===== src/rtl/conv_window_ctrl_if.sv =====
// Pixel-stream handshake between the upstream pixel source (master) and the
// window controller (slave).
interface conv_window_ctrl_if;
    logic       in_valid;
    logic       in_ready;
    logic [7:0] pixel_in;

    modport master (
        output in_valid,
        output pixel_in,
        input  in_ready
    );

    modport slave (
        input  in_valid,
        input  pixel_in,
        output in_ready
    );
endinterface


===== src/rtl/conv_window_ctrl.sv =====
// Frame sequencer feeding a 3x3 window collector: one pixel per clock, flags valid windows.
// Optional macro CONV_WINDOW_STRIDE2_EN adds cfg_stride2 (only odd-centred windows flagged).
module conv_window_ctrl #(
    parameter int IMAGE_WIDTH  = 128,
    parameter int IMAGE_HEIGHT = 128
) (
    input  logic                clk,
    input  logic                rst_n,
    input  logic                start,
    input  logic [7:0]          cfg_width,
    input  logic [7:0]          cfg_height,
`ifdef CONV_WINDOW_STRIDE2_EN
    input  logic                cfg_stride2,
`endif
    conv_window_ctrl_if.slave   pix_if,
    output logic [7:0]          pix_out,
    output logic [7:0]          stage_width,
    output logic                win_valid,
    output logic                win_last,
    output logic [7:0]          win_row,
    output logic [7:0]          win_col,
    output logic                busy,
    output logic                done,
    output logic                underrun,
    output logic                cfg_err
);

    localparam logic [0:0] ST_IDLE   = 1'b0;
    localparam logic [0:0] ST_STREAM = 1'b1;

    logic [0:0] r_state;
    logic [7:0] r_w;
    logic [7:0] r_h;
    logic [7:0] r_row;
    logic [7:0] r_col;
    logic [7:0] r_stage_width;
    logic [7:0] r_win_row;
    logic [7:0] r_win_col;
    logic       r_win_valid;
    logic       r_win_last;
    logic       r_underrun;
    logic       r_cfg_err;
    logic       w_stride2;

    logic w_streaming;
    logic w_cfg_ok;
    logic w_col_last;
    logic w_row_last;
    logic w_win_hit;
    logic w_stride_ok;

    assign w_streaming = (r_state == ST_STREAM);
    assign w_cfg_ok    = (cfg_width  >= 8'd3) && (32'(cfg_width)  <= 32'(IMAGE_WIDTH)) &&
                         (cfg_height >= 8'd3) && (32'(cfg_height) <= 32'(IMAGE_HEIGHT));
    assign w_col_last  = (r_col == r_w - 8'd1);
    assign w_row_last  = (r_row == r_h - 8'd1);
    // Windows touching rows/cols 0..1 straddle stale line-buffer data.
    assign w_win_hit   = (r_row >= 8'd2) && (r_col >= 8'd2);
    // Centre = (r-1, c-1), so an odd centre means even counters.
    assign w_stride_ok = !w_stride2 || (!r_row[0] && !r_col[0]);

`ifdef CONV_WINDOW_STRIDE2_EN
    logic r_stride2;
    always_ff @(posedge clk or negedge rst_n) begin
        if (!rst_n) begin
            r_stride2 <= 1'b0;
        end else if (!w_streaming && start && w_cfg_ok) begin
            r_stride2 <= cfg_stride2;
        end
    end
    assign w_stride2 = r_stride2;
`else
    assign w_stride2 = 1'b0;
`endif

    always_ff @(posedge clk or negedge rst_n) begin
        if (!rst_n) begin
            r_state       <= ST_IDLE;
            r_w           <= 8'd0;
            r_h           <= 8'd0;
            r_row         <= 8'd0;
            r_col         <= 8'd0;
            r_stage_width <= 8'(IMAGE_WIDTH);
            r_win_row     <= 8'd0;
            r_win_col     <= 8'd0;
            r_win_valid   <= 1'b0;
            r_win_last    <= 1'b0;
            r_underrun    <= 1'b0;
            r_cfg_err     <= 1'b0;
        end else begin
            r_win_valid <= 1'b0;
            r_win_last  <= 1'b0;
            if (w_streaming) begin
                if (!pix_if.in_valid) begin
                    r_underrun <= 1'b1;
                end
                r_win_valid <= w_win_hit && w_stride_ok;
                if (w_win_hit) begin
                    r_win_row <= r_row - 8'd1;
                    r_win_col <= r_col - 8'd1;
                end
                if (w_col_last) begin
                    r_col <= 8'd0;
                    if (w_row_last) begin
                        r_row      <= 8'd0;
                        r_state    <= ST_IDLE;
                        r_win_last <= 1'b1;
                    end else begin
                        r_row <= r_row + 8'd1;
                    end
                end else begin
                    r_col <= r_col + 8'd1;
                end
            end else if (start) begin
                if (w_cfg_ok) begin
                    r_state       <= ST_STREAM;
                    r_w           <= cfg_width;
                    r_h           <= cfg_height;
                    r_stage_width <= cfg_width;
                    r_row         <= 8'd0;
                    r_col         <= 8'd0;
                    r_underrun    <= 1'b0;
                    r_cfg_err     <= 1'b0;
                end else begin
                    r_cfg_err <= 1'b1;
                end
            end
        end
    end

    assign pix_if.in_ready = w_streaming;
    assign busy            = w_streaming;
    assign pix_out         = (w_streaming && pix_if.in_valid) ? pix_if.pixel_in : 8'd0;
    assign stage_width     = r_stage_width;
    assign win_valid       = r_win_valid;
    assign win_last        = r_win_last;
    assign done            = r_win_last;
    assign win_row         = r_win_row;
    assign win_col         = r_win_col;
    assign underrun        = r_underrun;
    assign cfg_err         = r_cfg_err;

endmodule

===== src/flat_wrapper.sv =====
// flat-port wrapper written by rule: the top's interface ports become plain ports
module conv_window_ctrl_flat 
#(
    parameter int IMAGE_WIDTH  = 128,
    parameter int IMAGE_HEIGHT = 128
)
  (clk, rst_n, start, cfg_width, cfg_height, pix_out, stage_width, win_valid, win_last, win_row, win_col, busy, done, underrun, cfg_err, pix_if_in_valid, pix_if_pixel_in, pix_if_in_ready);
  conv_window_ctrl_if pix_if_i ();
  input  logic clk;
  input  logic rst_n;
  input  logic start;
  input  logic [7:0] cfg_width;
  input  logic [7:0] cfg_height;
  output logic [7:0] pix_out;
  output logic [7:0] stage_width;
  output logic win_valid;
  output logic win_last;
  output logic [7:0] win_row;
  output logic [7:0] win_col;
  output logic busy;
  output logic done;
  output logic underrun;
  output logic cfg_err;
  input wire logic [$bits(pix_if_i.in_valid)-1:0] pix_if_in_valid;
  input wire logic [$bits(pix_if_i.pixel_in)-1:0] pix_if_pixel_in;
  output wire logic [$bits(pix_if_i.in_ready)-1:0] pix_if_in_ready;
  assign pix_if_i.in_valid = pix_if_in_valid;
  assign pix_if_i.pixel_in = pix_if_pixel_in;
  assign pix_if_in_ready = pix_if_i.in_ready;
  conv_window_ctrl #(.IMAGE_WIDTH(IMAGE_WIDTH), .IMAGE_HEIGHT(IMAGE_HEIGHT)) u_core (.clk(clk), .rst_n(rst_n), .start(start), .cfg_width(cfg_width), .cfg_height(cfg_height), .pix_if(pix_if_i), .pix_out(pix_out), .stage_width(stage_width), .win_valid(win_valid), .win_last(win_last), .win_row(win_row), .win_col(win_col), .busy(busy), .done(done), .underrun(underrun), .cfg_err(cfg_err));
endmodule

===== config.mk =====
export PLATFORM = sky130hd
export DESIGN_NAME = conv_window_ctrl_flat
export DESIGN_NICKNAME = d
export VERILOG_FILES = /design/src/rtl/conv_window_ctrl_if.sv /design/src/rtl/conv_window_ctrl.sv /design/src/flat_wrapper.sv
export SDC_FILE = /design/constraint.sdc
export NUM_CORES = 1
export LEC_CHECK = 0
export ABC_AREA = 1
export CORE_UTILIZATION = 48
export DETAILED_ROUTE_END_ITERATION = 7
export PLACE_DENSITY_LB_ADDON = 0.12
export SLEW_MARGIN = 10
export SYNTH_ARGS = -nofsm -noshare
export SYNTH_HDL_FRONTEND = slang
export SYNTH_SLANG_ARGS = --single-unit

===== constraint.sdc =====
create_clock -name clk -period 1.6 [get_ports clk]
set_input_delay 0.16 -clock clk [delete_from_list [all_inputs] [get_ports clk]]
set_output_delay 0.16 -clock clk [all_outputs]
set_load 0.005 [all_outputs]

## After elaboration in Yosys (flattened, before gate mapping)

Cells that the tools add are included.

| storage, ports and cells | value |
|---|---|
| register bits after elaboration | 61 |
| latch bits | 0 |
| bits in writable memories | 0 |
| memory bits (read-only) | 0 |
| input port bits | 28 |
| output and inout port bits | 39 |
| word-level logic and storage cells | 64 |
| memories | 0 |

| cells by class | value |
|---|---|
| add/subtract/negate cells | 6 |
| $mul | 0 |
| div/mod/pow operators | 0 |
| $lt $le $gt $ge | 6 |
| equal/unequal tests | 4 |
| shift-type cells | 0 |
| muxes and demuxes | 22 |
| bitwise gates (word level) | 1 |
| reduce and logical (&&, ||, !) cells | 13 |

Operators with widths:

| operator | number |
|---|---|
| $mux 8 | 8 |
| $ge 8x2->1 const B | 4 |
| $sub 8x1->8 const B | 4 |
| $add 8x1->8 const B | 2 |
| $eq 8x8->1 | 2 |
| $le 8x8->1 const B | 2 |
| $mux 1 | 14 |
| $reduce_and 3->1 | 3 |
| $reduce_and 2->1 | 3 |
| $logic_and 1x1->1 | 5 |
| $ne 2x2->1 const B | 2 |
| $reduce_bool 2->1 | 2 |
| $not 1->1 | 1 |

## Longest topological paths before layout

Gate-level depths: netlist (run 1).

| logic depth | value |
|---|---|
| word-level depth | 7 |
| gate-level depth with buffers | 13 |
| depth with buffers taken out | 13 |

## Worst setup path before layout (run 1)

OpenSTA, ideal clock, no wires.

| timing path | value |
|---|---|
| path type | flip-flop to flip-flop |
| start point | reg, netlist name u_core.stage_width[0] |
| end point | reg u_core.r_row[1] |
| setup time | 0.117 ns |
| arrival | 1.580 ns |
| data required time | 1.483 ns |
| setup slack | -0.098 ns |
| stages on the path, launching flop included | 14 |
| buffers on the path | 0 |
| clock period less this slack | 1.698 ns |
| cells stage by stage | dfrtp_1 inv_2 ha_1 inv_1 nand2_1 nand2_1 nor2_2 nand3_2 nor2_4 nand3_4 nand2_8 nand2_4 nand2_1 nand2_1 |

RTL lines:

| what | RTL line | RTL |
|---|---|---|
| end signal, assigned | conv_window_ctrl.sv:109 | `r_row <= r_row + 8'd1;` |
| end, declared | conv_window_ctrl.sv:34 | `logic [7:0] r_row;` |

==> run_summary.xml, run 1 <==
<?xml version="1.0" encoding="UTF-8"?>
<metrics>
  <group name="grt">
    <metric name="busiest_layer" unit="">met2</metric>
    <metric name="met1_usage" unit="%">31.9</metric>
    <metric name="grt.total_usage" unit="%">23.3</metric>
    <metric name="grt_start_max_net_pins" unit="">37</metric>
    <metric name="grt-ovfl-total" unit="">0</metric>
    <metric name="grtUsageMet3" unit="%">4.34</metric>
    <metric name="grt_use_met2" unit="%">38.6</metric>
    <metric name="grt_pass1_vias" unit="">3117</metric>
    <metric name="antenna_violations_before_repair" unit="">0</metric>
    <metric name="grt_pass1_wl" unit="mm">14.2</metric>
  </group>
  <group name="clock_tree">
    <metric name="clock_tree.htree_level_count" unit="">2</metric>
    <metric name="tritoncts" unit="">done</metric>
    <metric name="clk_path_buf_depth" unit="">2</metric>
    <metric name="cts-buffers-inserted" unit="">5</metric>
    <metric name="ctsRootBufferMaster" unit="">sky130_fd_sc_hd__clkbuf_8</metric>
    <metric name="clk_pin_slew_worst_paths" unit="ns">0.10</metric>
    <metric name="clkSinkCount" unit="">54</metric>
    <metric name="worstSkewPairLatency" unit="ns">0.32</metric>
  </group>
  <group name="finish">
    <metric name="diodes" unit="">0</metric>
    <metric name="post_layout_nets" unit="">643</metric>
    <metric name="stdcell_count" unit="">707</metric>
    <metric name="postLayoutCellArea" unit="um^2">4970</metric>
    <metric name="final.fill_count" unit="">676</metric>
    <metric name="area_growth" unit="%">36.4</metric>
    <metric name="layout-drive-gt1-share" unit="%">22.9</metric>
  </group>
  <group name="die">
    <metric name="die_h" unit="um">89.1</metric>
    <metric name="initial_utilization" unit="%">49.9</metric>
    <metric name="die-area" unit="um^2">7940</metric>
    <metric name="fp.dieW" unit="um">89.1</metric>
    <metric name="io_pins" unit="">67</metric>
    <metric name="std_cell_rows" unit="">31</metric>
    <metric name="core_area" unit="um^2">7290</metric>
  </group>
  <group name="pwr">
    <metric name="power.internal" unit="uW">3420</metric>
    <metric name="seqPwrFrac" unit="%">36.1</metric>
    <metric name="clkPwrFrac" unit="%">13.9</metric>
    <metric name="total_power_per_unit_cell_area" unit="nW/um^2">1130</metric>
    <metric name="peakVddDrop" unit="V">0.000448</metric>
    <metric name="netSwitchingFraction" unit="%">39.1</metric>
    <metric name="comb_power_share" unit="%">50.0</metric>
    <metric name="cellLeakagePower" unit="uW">0.00242</metric>
    <metric name="power.switching" unit="uW">2190</metric>
  </group>
  <group name="sta">
    <metric name="finalCritPeriodShare" unit="%">114</metric>
    <metric name="fin_tns_setup" unit="ns">-2.29</metric>
    <metric name="hold_violations" unit="">0</metric>
    <metric name="period_minus_slack" unit="ns">1.82</metric>
    <metric name="worst-slew-pin-transition" unit="ns">0.429</metric>
    <metric name="timing.clock.skew" unit="ns">0.00691</metric>
    <metric name="timing_max_transition_violations_final" unit="">0</metric>
    <metric name="timing.fmax" unit="MHz">549</metric>
    <metric name="minimum_hold_slack" unit="ns">0.302</metric>
    <metric name="rsz0062_at_grt" unit="">yes</metric>
    <metric name="setup_viol_count_final" unit="">14</metric>
    <metric name="slew_headroom" unit="%">71.4</metric>
    <metric name="post-route-worst-setup-slack" unit="ns">-0.222</metric>
  </group>
  <group name="routing">
    <metric name="routed_via_density" unit="">4.83</metric>
    <metric name="routed_wire_length_per_instance" unit="um">12.4</metric>
    <metric name="vias" unit="">3414</metric>
    <metric name="detail_route.drc_violations" unit="">0</metric>
    <metric name="drt_wl_total" unit="mm">8.77</metric>
    <metric name="drt.antenna.violating_nets" unit="">0</metric>
    <metric name="drt_iter0_markers" unit="">231</metric>
    <metric name="detail_route.first_pass.iterations" unit="">4</metric>
  </group>
  <group name="outcome">
    <metric name="run_status" unit="">finished, violations left</metric>
    <metric name="violated_checks" unit="">setup timing</metric>
  </group>
  <group name="synth">
    <metric name="mappedNetlistArea" unit="um^2">3640</metric>
    <metric name="postSynthAreaPerCell" unit="um^2">7.36</metric>
    <metric name="post_syn_nets" unit="">531</metric>
    <metric name="synth.yosys.seq_area_share" unit="%">37.1</metric>
    <metric name="postSynthRegisterBits" unit="">54</metric>
    <metric name="synth_cells" unit="">495</metric>
    <metric name="number_of_warnings_issued_by_yosys" unit="">0</metric>
    <metric name="synth_cell_types" unit="">33</metric>
  </group>
  <group name="job">
    <metric name="max_cap_violations" unit="">0</metric>
  </group>
  <group name="critical_path">
    <metric name="data_required_time_of_the_critical_path" unit="ns">1.81</metric>
    <metric name="start_kind" unit="">flip-flop</metric>
    <metric name="setup.worst_path.class" unit="">reg2reg</metric>
    <metric name="arrival" unit="ns">2.04</metric>
    <metric name="critical_path_fanouts_max" unit="">5</metric>
    <metric name="critPathCaptureType" unit="">flip-flop</metric>
  </group>
  <group name="placement">
    <metric name="place_ws" unit="ns">-0.202</metric>
    <metric name="gp_routability_congestion" unit="">0.875</metric>
    <metric name="post_dp_cell_area" unit="um^2">4660</metric>
    <metric name="io_buffers" unit="">66</metric>
    <metric name="dp_hpwl" unit="mm">6.84</metric>
    <metric name="placed_instances" unit="">686</metric>
  </group>
  <group name="worst_hold_path">
    <metric name="hold_class" unit="">in2async</metric>
  </group>
</metrics>
-- flip-flops by register name (all words and copies together), names as in the netlist --
signal	count
u_core.r_col	8
u_core.r_w	1
u_core.cfg_err	1
u_core.done	1
u_core.r_h	8
u_core.win_valid	1
u_core.busy	1
u_core.stage_width	8
u_core.r_row	8
u_core.win_row	8
u_core.underrun	1
u_core.win_col	8
-- routing by layer --
| metal | vias up | routed length (um) | part of all wire, % |
|---|---|---|---|
| met5 | - | 0 | 0 |
| met4 | 0 | 78 | 0.89 |
| met3 | 6 | 540 | 6.2 |
| met2 | 91 | 4130 | 47 |
| met1 | 1544 | 4010 | 46 |
| li1 | 1773 | - | - |
-- power by group through the flow --
stage / Combinational [uW] / Sequential, uW / Clock [uW]
floorplan: 1700 / 1950 / 0
global placement: 2550 / 2020 / 0
detailed placement: 2640 / 2040 / 0
CTS: 2690 / 2020 / 788
global route: 3130 / 2070 / 843
finish: 2800 / 2030 / 781
-- cell type report --
| cell class | instances | area [um^2] | share of cell area, % |
|---|---|---|---|
| clock buffers | 6 | 72.6 | 1.46 |
| flip-flops and latches | 54 | 1360 | 27.3 |
| multi-input cells | 353 | 1990 | 40.1 |
| well taps | 99 | 124 | 2.49 |
| repair buffers | 129 | 1160 | 23.4 |
| inverters | 64 | 241 | 4.86 |
| clock inverters | 2 | 15.0 | 0.302 |
-- cell usage in the layout (no fill, tap or decap), drive strengths merged --
master,count
clkbuf,6
nor3,5
dlygate4sd3,1
nor2,61
ha,8
a21oi,11
inv,63
clkdlybuf4s50,57
xnor2,7
nand2,137
clkinvlp,2
o21bai,1
dfstp,1
nand3b,1
buf,63
clkinv,1
dlygate4sd2,8
or2,1
nand4,4
a31oi,1
xor2,23
dfrtp,53
o21ai,45
a41oi,1
nand3,47
-- worst max-delay path, stage by stage, from the launching register on --
cell	delay, ns
sky130_fd_sc_hd__dfrtp_1	0.37
sky130_fd_sc_hd__inv_2	0.06
sky130_fd_sc_hd__ha_4	0.27
sky130_fd_sc_hd__inv_2	0.03
sky130_fd_sc_hd__nand2_1	0.05
sky130_fd_sc_hd__nand2_1	0.05
sky130_fd_sc_hd__nor2_2	0.13
sky130_fd_sc_hd__nand3_2	0.10
sky130_fd_sc_hd__nor2_4	0.14
sky130_fd_sc_hd__nand3_4	0.16
sky130_fd_sc_hd__buf_4	0.19
sky130_fd_sc_hd__nor2_4	0.12
sky130_fd_sc_hd__nor2_1	0.05
-- stage by stage --
stage,utilization [%],power (uW)
final,68.1,5610
after global routing,68.1,6050
after CTS,66.5,5500
after detailed placement,63.9,4680
after global placement,63.9,4570
after floorplan,-,3660
-- what timing repair did --
item,4_1_cts,5_1_grt
gates cloned,1,1
pin swaps,8,13
hold endpoints to repair,18,0
buffers inserted,4,6
gates resized for setup,27,22
hold buffers,1,0
endpoints found under the setup margin,30,39
-- final timing paths --
kind	startpoint	to	slack (ns)	depth (start not counted)
worst min-delay path	rst_n	u_core.win_col[3]	0.30	2
min in group clk	cfg_width[5]	u_core.stage_width[5]	0.43	3
worst max register to register	u_core.stage_width[1]	u_core.busy	-0.22	12
max in group asynchronous	rst_n	u_core.stage_width[7]	0.69	3
worst min register to register	u_core.stage_width[7]	u_core.stage_width[7]	0.48	2
worst max-delay path	u_core.stage_width[1]	u_core.busy	-0.22	12
-- Yosys cell counts, drive strengths merged --
| master | instances | share of area (%) |
|---|---|---|
| or2 | 1 | 0.17 |
| o21bai | 1 | 0.21 |
| nand3 | 47 | 7.4 |
| nand3b | 1 | 0.21 |
| ha | 8 | 2.7 |
| dfstp | 1 | 0.72 |
| nand2 | 136 | 15 |
| a41oi | 1 | 0.24 |
| xnor2 | 7 | 1.7 |
| buf | 25 | 5.2 |
| a31oi | 1 | 0.17 |
| nor2 | 60 | 7.8 |
| inv | 64 | 6.6 |
| nand4 | 4 | 0.69 |
| clkbuf | 1 | 0.14 |
| nor3 | 5 | 1.0 |
| xor2 | 23 | 5.5 |
| a21oi | 11 | 1.5 |
| dfrtp | 53 | 36 |
| o21ai | 45 | 6.2 |
-- cell families after synthesis --
family / after synthesis / synth area share [%]
and+or+nand+nor: 254 / 32.7
buffers and inverters: 90 / 11.9
AOI/OAI and AO/OA: 59 / 8.31
DFF: 54 / 37.1
xor gates and xnor gates: 30 / 7.21
adders and majority gates: 8 / 2.75
No activity file was read; power rests on OpenSTA's default activity.
==> inputs of run 2 (changes only) <==
--- a/config.mk
+++ b/config.mk
@@ -6,6 +6,7 @@
 export NUM_CORES = 1
 export LEC_CHECK = 0
 export ABC_AREA = 1
+export CORE_MARGIN = 5
 export CORE_UTILIZATION = 48
 export DETAILED_ROUTE_END_ITERATION = 7
 export PLACE_DENSITY_LB_ADDON = 0.12
==> run 2 against run 1 <==
The run still ends with setup timing left. Register-to-register slack about the same. Non-clock buffer count up 6. Utilization increased by 2.4 points. Worst hold slack got worse by 0.0099 ns. First-iteration DRC count is 3.5% higher. Critical endpoint is now u_core.r_row[3]. Largest power group unchanged. Highest routed layer unchanged.
==> run_summary.xml, run 2 (synthesis gave the netlist of run 1 again) <==
<?xml version="1.0" encoding="UTF-8"?>
<metrics>
  <group name="grt">
    <metric name="grt_pass1_vias" unit="">3442</metric>
    <metric name="grt.total_usage" unit="%">19.5</metric>
    <metric name="grt_start_max_net_pins" unit="">38</metric>
    <metric name="grt-ovfl-total" unit="">0</metric>
    <metric name="antenna_violations_before_repair" unit="">0</metric>
    <metric name="grt_pass1_wl" unit="mm">15.5</metric>
  </group>
  <group name="placement">
    <metric name="post_dp_cell_area" unit="um^2">4650</metric>
    <metric name="dp_hpwl" unit="mm">6.86</metric>
    <metric name="placed_instances" unit="">684</metric>
    <metric name="gp_routability_congestion" unit="">0.881</metric>
    <metric name="io_buffers" unit="">66</metric>
  </group>
  <group name="pwr">
    <metric name="comb_power_share" unit="%">51.0</metric>
    <metric name="design_power_total" unit="uW">6010</metric>
    <metric name="total_power_per_unit_cell_area" unit="nW/um^2">1160</metric>
    <metric name="peakVddDrop" unit="V">0.000466</metric>
    <metric name="clkPwrFrac" unit="%">15.3</metric>
    <metric name="cellLeakagePower" unit="uW">0.00249</metric>
    <metric name="seqPwrFrac" unit="%">33.7</metric>
    <metric name="power.switching" unit="uW">2270</metric>
    <metric name="netSwitchingFraction" unit="%">37.7</metric>
    <metric name="power.internal" unit="uW">3740</metric>
  </group>
  <group name="critical_path">
    <metric name="arrival" unit="ns">2.07</metric>
    <metric name="critPathCaptureType" unit="">flip-flop</metric>
    <metric name="start_kind" unit="">flip-flop</metric>
    <metric name="critical_path_fanouts_max" unit="">6</metric>
    <metric name="reg2reg_slack" unit="ns">-0.21</metric>
    <metric name="data_required_time_of_the_critical_path" unit="ns">1.85</metric>
    <metric name="setup.worst_path.class" unit="">reg2reg</metric>
  </group>
  <group name="sta">
    <metric name="timing_max_transition_violations_final" unit="">0</metric>
    <metric name="hold_violations" unit="">0</metric>
    <metric name="timing.clock.skew" unit="ns">0.00714</metric>
    <metric name="minimum_hold_slack" unit="ns">0.292</metric>
    <metric name="worst-slew-pin-transition" unit="ns">0.604</metric>
    <metric name="setup_viol_count_final" unit="">18</metric>
    <metric name="rsz0062_at_grt" unit="">yes</metric>
    <metric name="post-route-worst-setup-slack" unit="ns">-0.214</metric>
    <metric name="timing.fmax" unit="MHz">551</metric>
    <metric name="finalCritPeriodShare" unit="%">113</metric>
    <metric name="period_minus_slack" unit="ns">1.81</metric>
    <metric name="slew_headroom" unit="%">59.3</metric>
  </group>
  <group name="clock_tree">
    <metric name="worstSkewPairLatency" unit="ns">0.31</metric>
    <metric name="cts-buffers-inserted" unit="">5</metric>
    <metric name="tritoncts" unit="">done</metric>
    <metric name="clock_tree.htree_level_count" unit="">2</metric>
    <metric name="ctsRootBufferMaster" unit="">sky130_fd_sc_hd__clkbuf_8</metric>
    <metric name="clk_pin_slew_worst_paths" unit="ns">0.10</metric>
    <metric name="clkSinkCount" unit="">54</metric>
    <metric name="clk_path_buf_depth" unit="">2</metric>
  </group>
  <group name="routing">
    <metric name="routed_wire_length_per_instance" unit="um">13.2</metric>
    <metric name="drt_iter0_markers" unit="">239</metric>
    <metric name="met3_wirelength" unit="um">662</metric>
    <metric name="met2_length" unit="mm">4.54</metric>
    <metric name="detail_route.first_pass.iterations" unit="">4</metric>
    <metric name="vias" unit="">3552</metric>
    <metric name="routed_via_density" unit="">4.97</metric>
    <metric name="drt.antenna.violating_nets" unit="">0</metric>
    <metric name="drt_wl_total" unit="mm">9.45</metric>
    <metric name="top_signal_layer_used" unit="">met4</metric>
    <metric name="wl_on_met1" unit="mm">4.05</metric>
    <metric name="detail_route.drc_violations" unit="">0</metric>
  </group>
  <group name="die">
    <metric name="core_area" unit="um^2">7330</metric>
    <metric name="initial_utilization" unit="%">49.7</metric>
    <metric name="io_pins" unit="">67</metric>
    <metric name="die-area" unit="um^2">9430</metric>
    <metric name="std_cell_rows" unit="">31</metric>
    <metric name="fp.dieW" unit="um">97.1</metric>
    <metric name="die_h" unit="um">97.1</metric>
  </group>
  <group name="finish">
    <metric name="layout-drive-gt1-share" unit="%">25.9</metric>
    <metric name="final_common_cell" unit="">sky130_fd_sc_hd__nand2_1</metric>
    <metric name="post_layout_nets" unit="">650</metric>
    <metric name="area_growth" unit="%">41.9</metric>
    <metric name="diodes" unit="">0</metric>
    <metric name="most_frequent_cells_in_the_layout" unit="">sky130_fd_sc_hd__nand2_1 (109), sky130_fd_sc_hd__buf_4 (61), sky130_fd_sc_hd__clkdlybuf4s50_1 (57)</metric>
    <metric name="stdcell_count" unit="">714</metric>
    <metric name="postLayoutCellArea" unit="um^2">5170</metric>
    <metric name="postLayoutCoreUtil" unit="%">70.5</metric>
  </group>
  <group name="outcome">
    <metric name="run_status" unit="">finished, violations left</metric>
    <metric name="violated_checks" unit="">setup timing</metric>
  </group>
  <group name="worst_hold_path">
    <metric name="hold_class" unit="">in2async</metric>
  </group>
  <group name="job">
    <metric name="max_cap_violations" unit="">0</metric>
  </group>
</metrics>
## run 2: changes by cell type in the layout (fill, tap and decap cells not counted), moves of 2 or more
cell,previous run,this run
sky130_fd_sc_hd__nor2_1,46,44
sky130_fd_sc_hd__buf_4,56,61
sky130_fd_sc_hd__ha_1,7,5
sky130_fd_sc_hd__buf_6,3,0
sky130_fd_sc_hd__nand2_1,118,109
sky130_fd_sc_hd__nor2_2,6,9
sky130_fd_sc_hd__buf_12,2,6
sky130_fd_sc_hd__nand3_4,3,5
sky130_fd_sc_hd__nand2_2,14,21
## run 2: final timing paths
path,end,cells past startpoint,from
max,u_core.r_row[3],8,u_core.r_row[0]
min,u_core.win_col[4],2,rst_n
max reg2reg,u_core.r_row[3],8,u_core.r_row[0]
min reg2reg,u_core.stage_width[7],2,u_core.stage_width[7]
max in group asynchronous,u_core.stage_width[7],3,rst_n
min in group clk,u_core.stage_width[4],3,cfg_width[4]
## run 2: per-stage QoR
step / TNS (ns) / worst slack, ns
after floorplan: -0.496 / -0.0635
after global placement: -4.94 / -0.160
after detailed placement: -6.66 / -0.205
after CTS: -1.71 / -0.153
after global routing: -4.14 / -0.280
final: -2.27 / -0.214
## run 2: metal layers
| layer | up-vias | global-route usage [%] |
|---|---|---|
| met5 | - | 0 |
| met4 | 0 | 5.94 |
| met3 | 20 | 4.59 |
| met2 | 129 | 32.6 |
| met1 | 1612 | 24.9 |
| li1 | 1791 | - |
## run 2: worst max-delay path, cell delays in order (launching register included)
cell and delay (ns):
sky130_fd_sc_hd__dfrtp_1 0.42, sky130_fd_sc_hd__inv_2 0.07, sky130_fd_sc_hd__buf_4 0.15, sky130_fd_sc_hd__nor2_1 0.05, sky130_fd_sc_hd__o21ai_0 0.48, sky130_fd_sc_hd__nor2_4 0.11
sky130_fd_sc_hd__a21oi_1 0.30, sky130_fd_sc_hd__nand3_4 0.11, sky130_fd_sc_hd__nand2_2 0.07
## run 2: power groups by stage
stage | registers [uW] | clock network, uW | logic [uW]
floorplan | 1950 | 0 | 1700
global placement | 2020 | 0 | 2570
detailed placement | 2040 | 0 | 2630
CTS | 2010 | 932 | 2730
global route | 2080 | 1000 | 3410
finish | 2030 | 919 | 3060
## run 2: final cells by class
cell class	instances	area, um^2
tap	99	124
multi-input combinational	354	2080
sequential	54	1360
inverter	64	241
timing repair buffer	135	1260
fill	558	2160
clock inverter	2	37.5
clock buffer	6	72.6
## run 2: what timing repair did
action | CTS | global route
cloned | 2 | 2
pin swaps | 17 | 22
endpoints found under the setup margin | 28 | 44
setup buffers | 4 | 13
gates resized for setup | 33 | 33
hold buffers | 1 | 0
endpoints found under the hold margin | 17 | 0
==> inputs of run 3 (changes only) <==
--- a/config.mk
+++ b/config.mk
@@ -9,6 +9,7 @@
 export CORE_MARGIN = 5
 export CORE_UTILIZATION = 48
 export DETAILED_ROUTE_END_ITERATION = 7
+export GPL_TIMING_DRIVEN = 1
 export PLACE_DENSITY_LB_ADDON = 0.12
 export SLEW_MARGIN = 10
 export SYNTH_ARGS = -nofsm -noshare
==> results of run 3 <==
No change in the layout: final DEF, timing and power equal those of run 2.
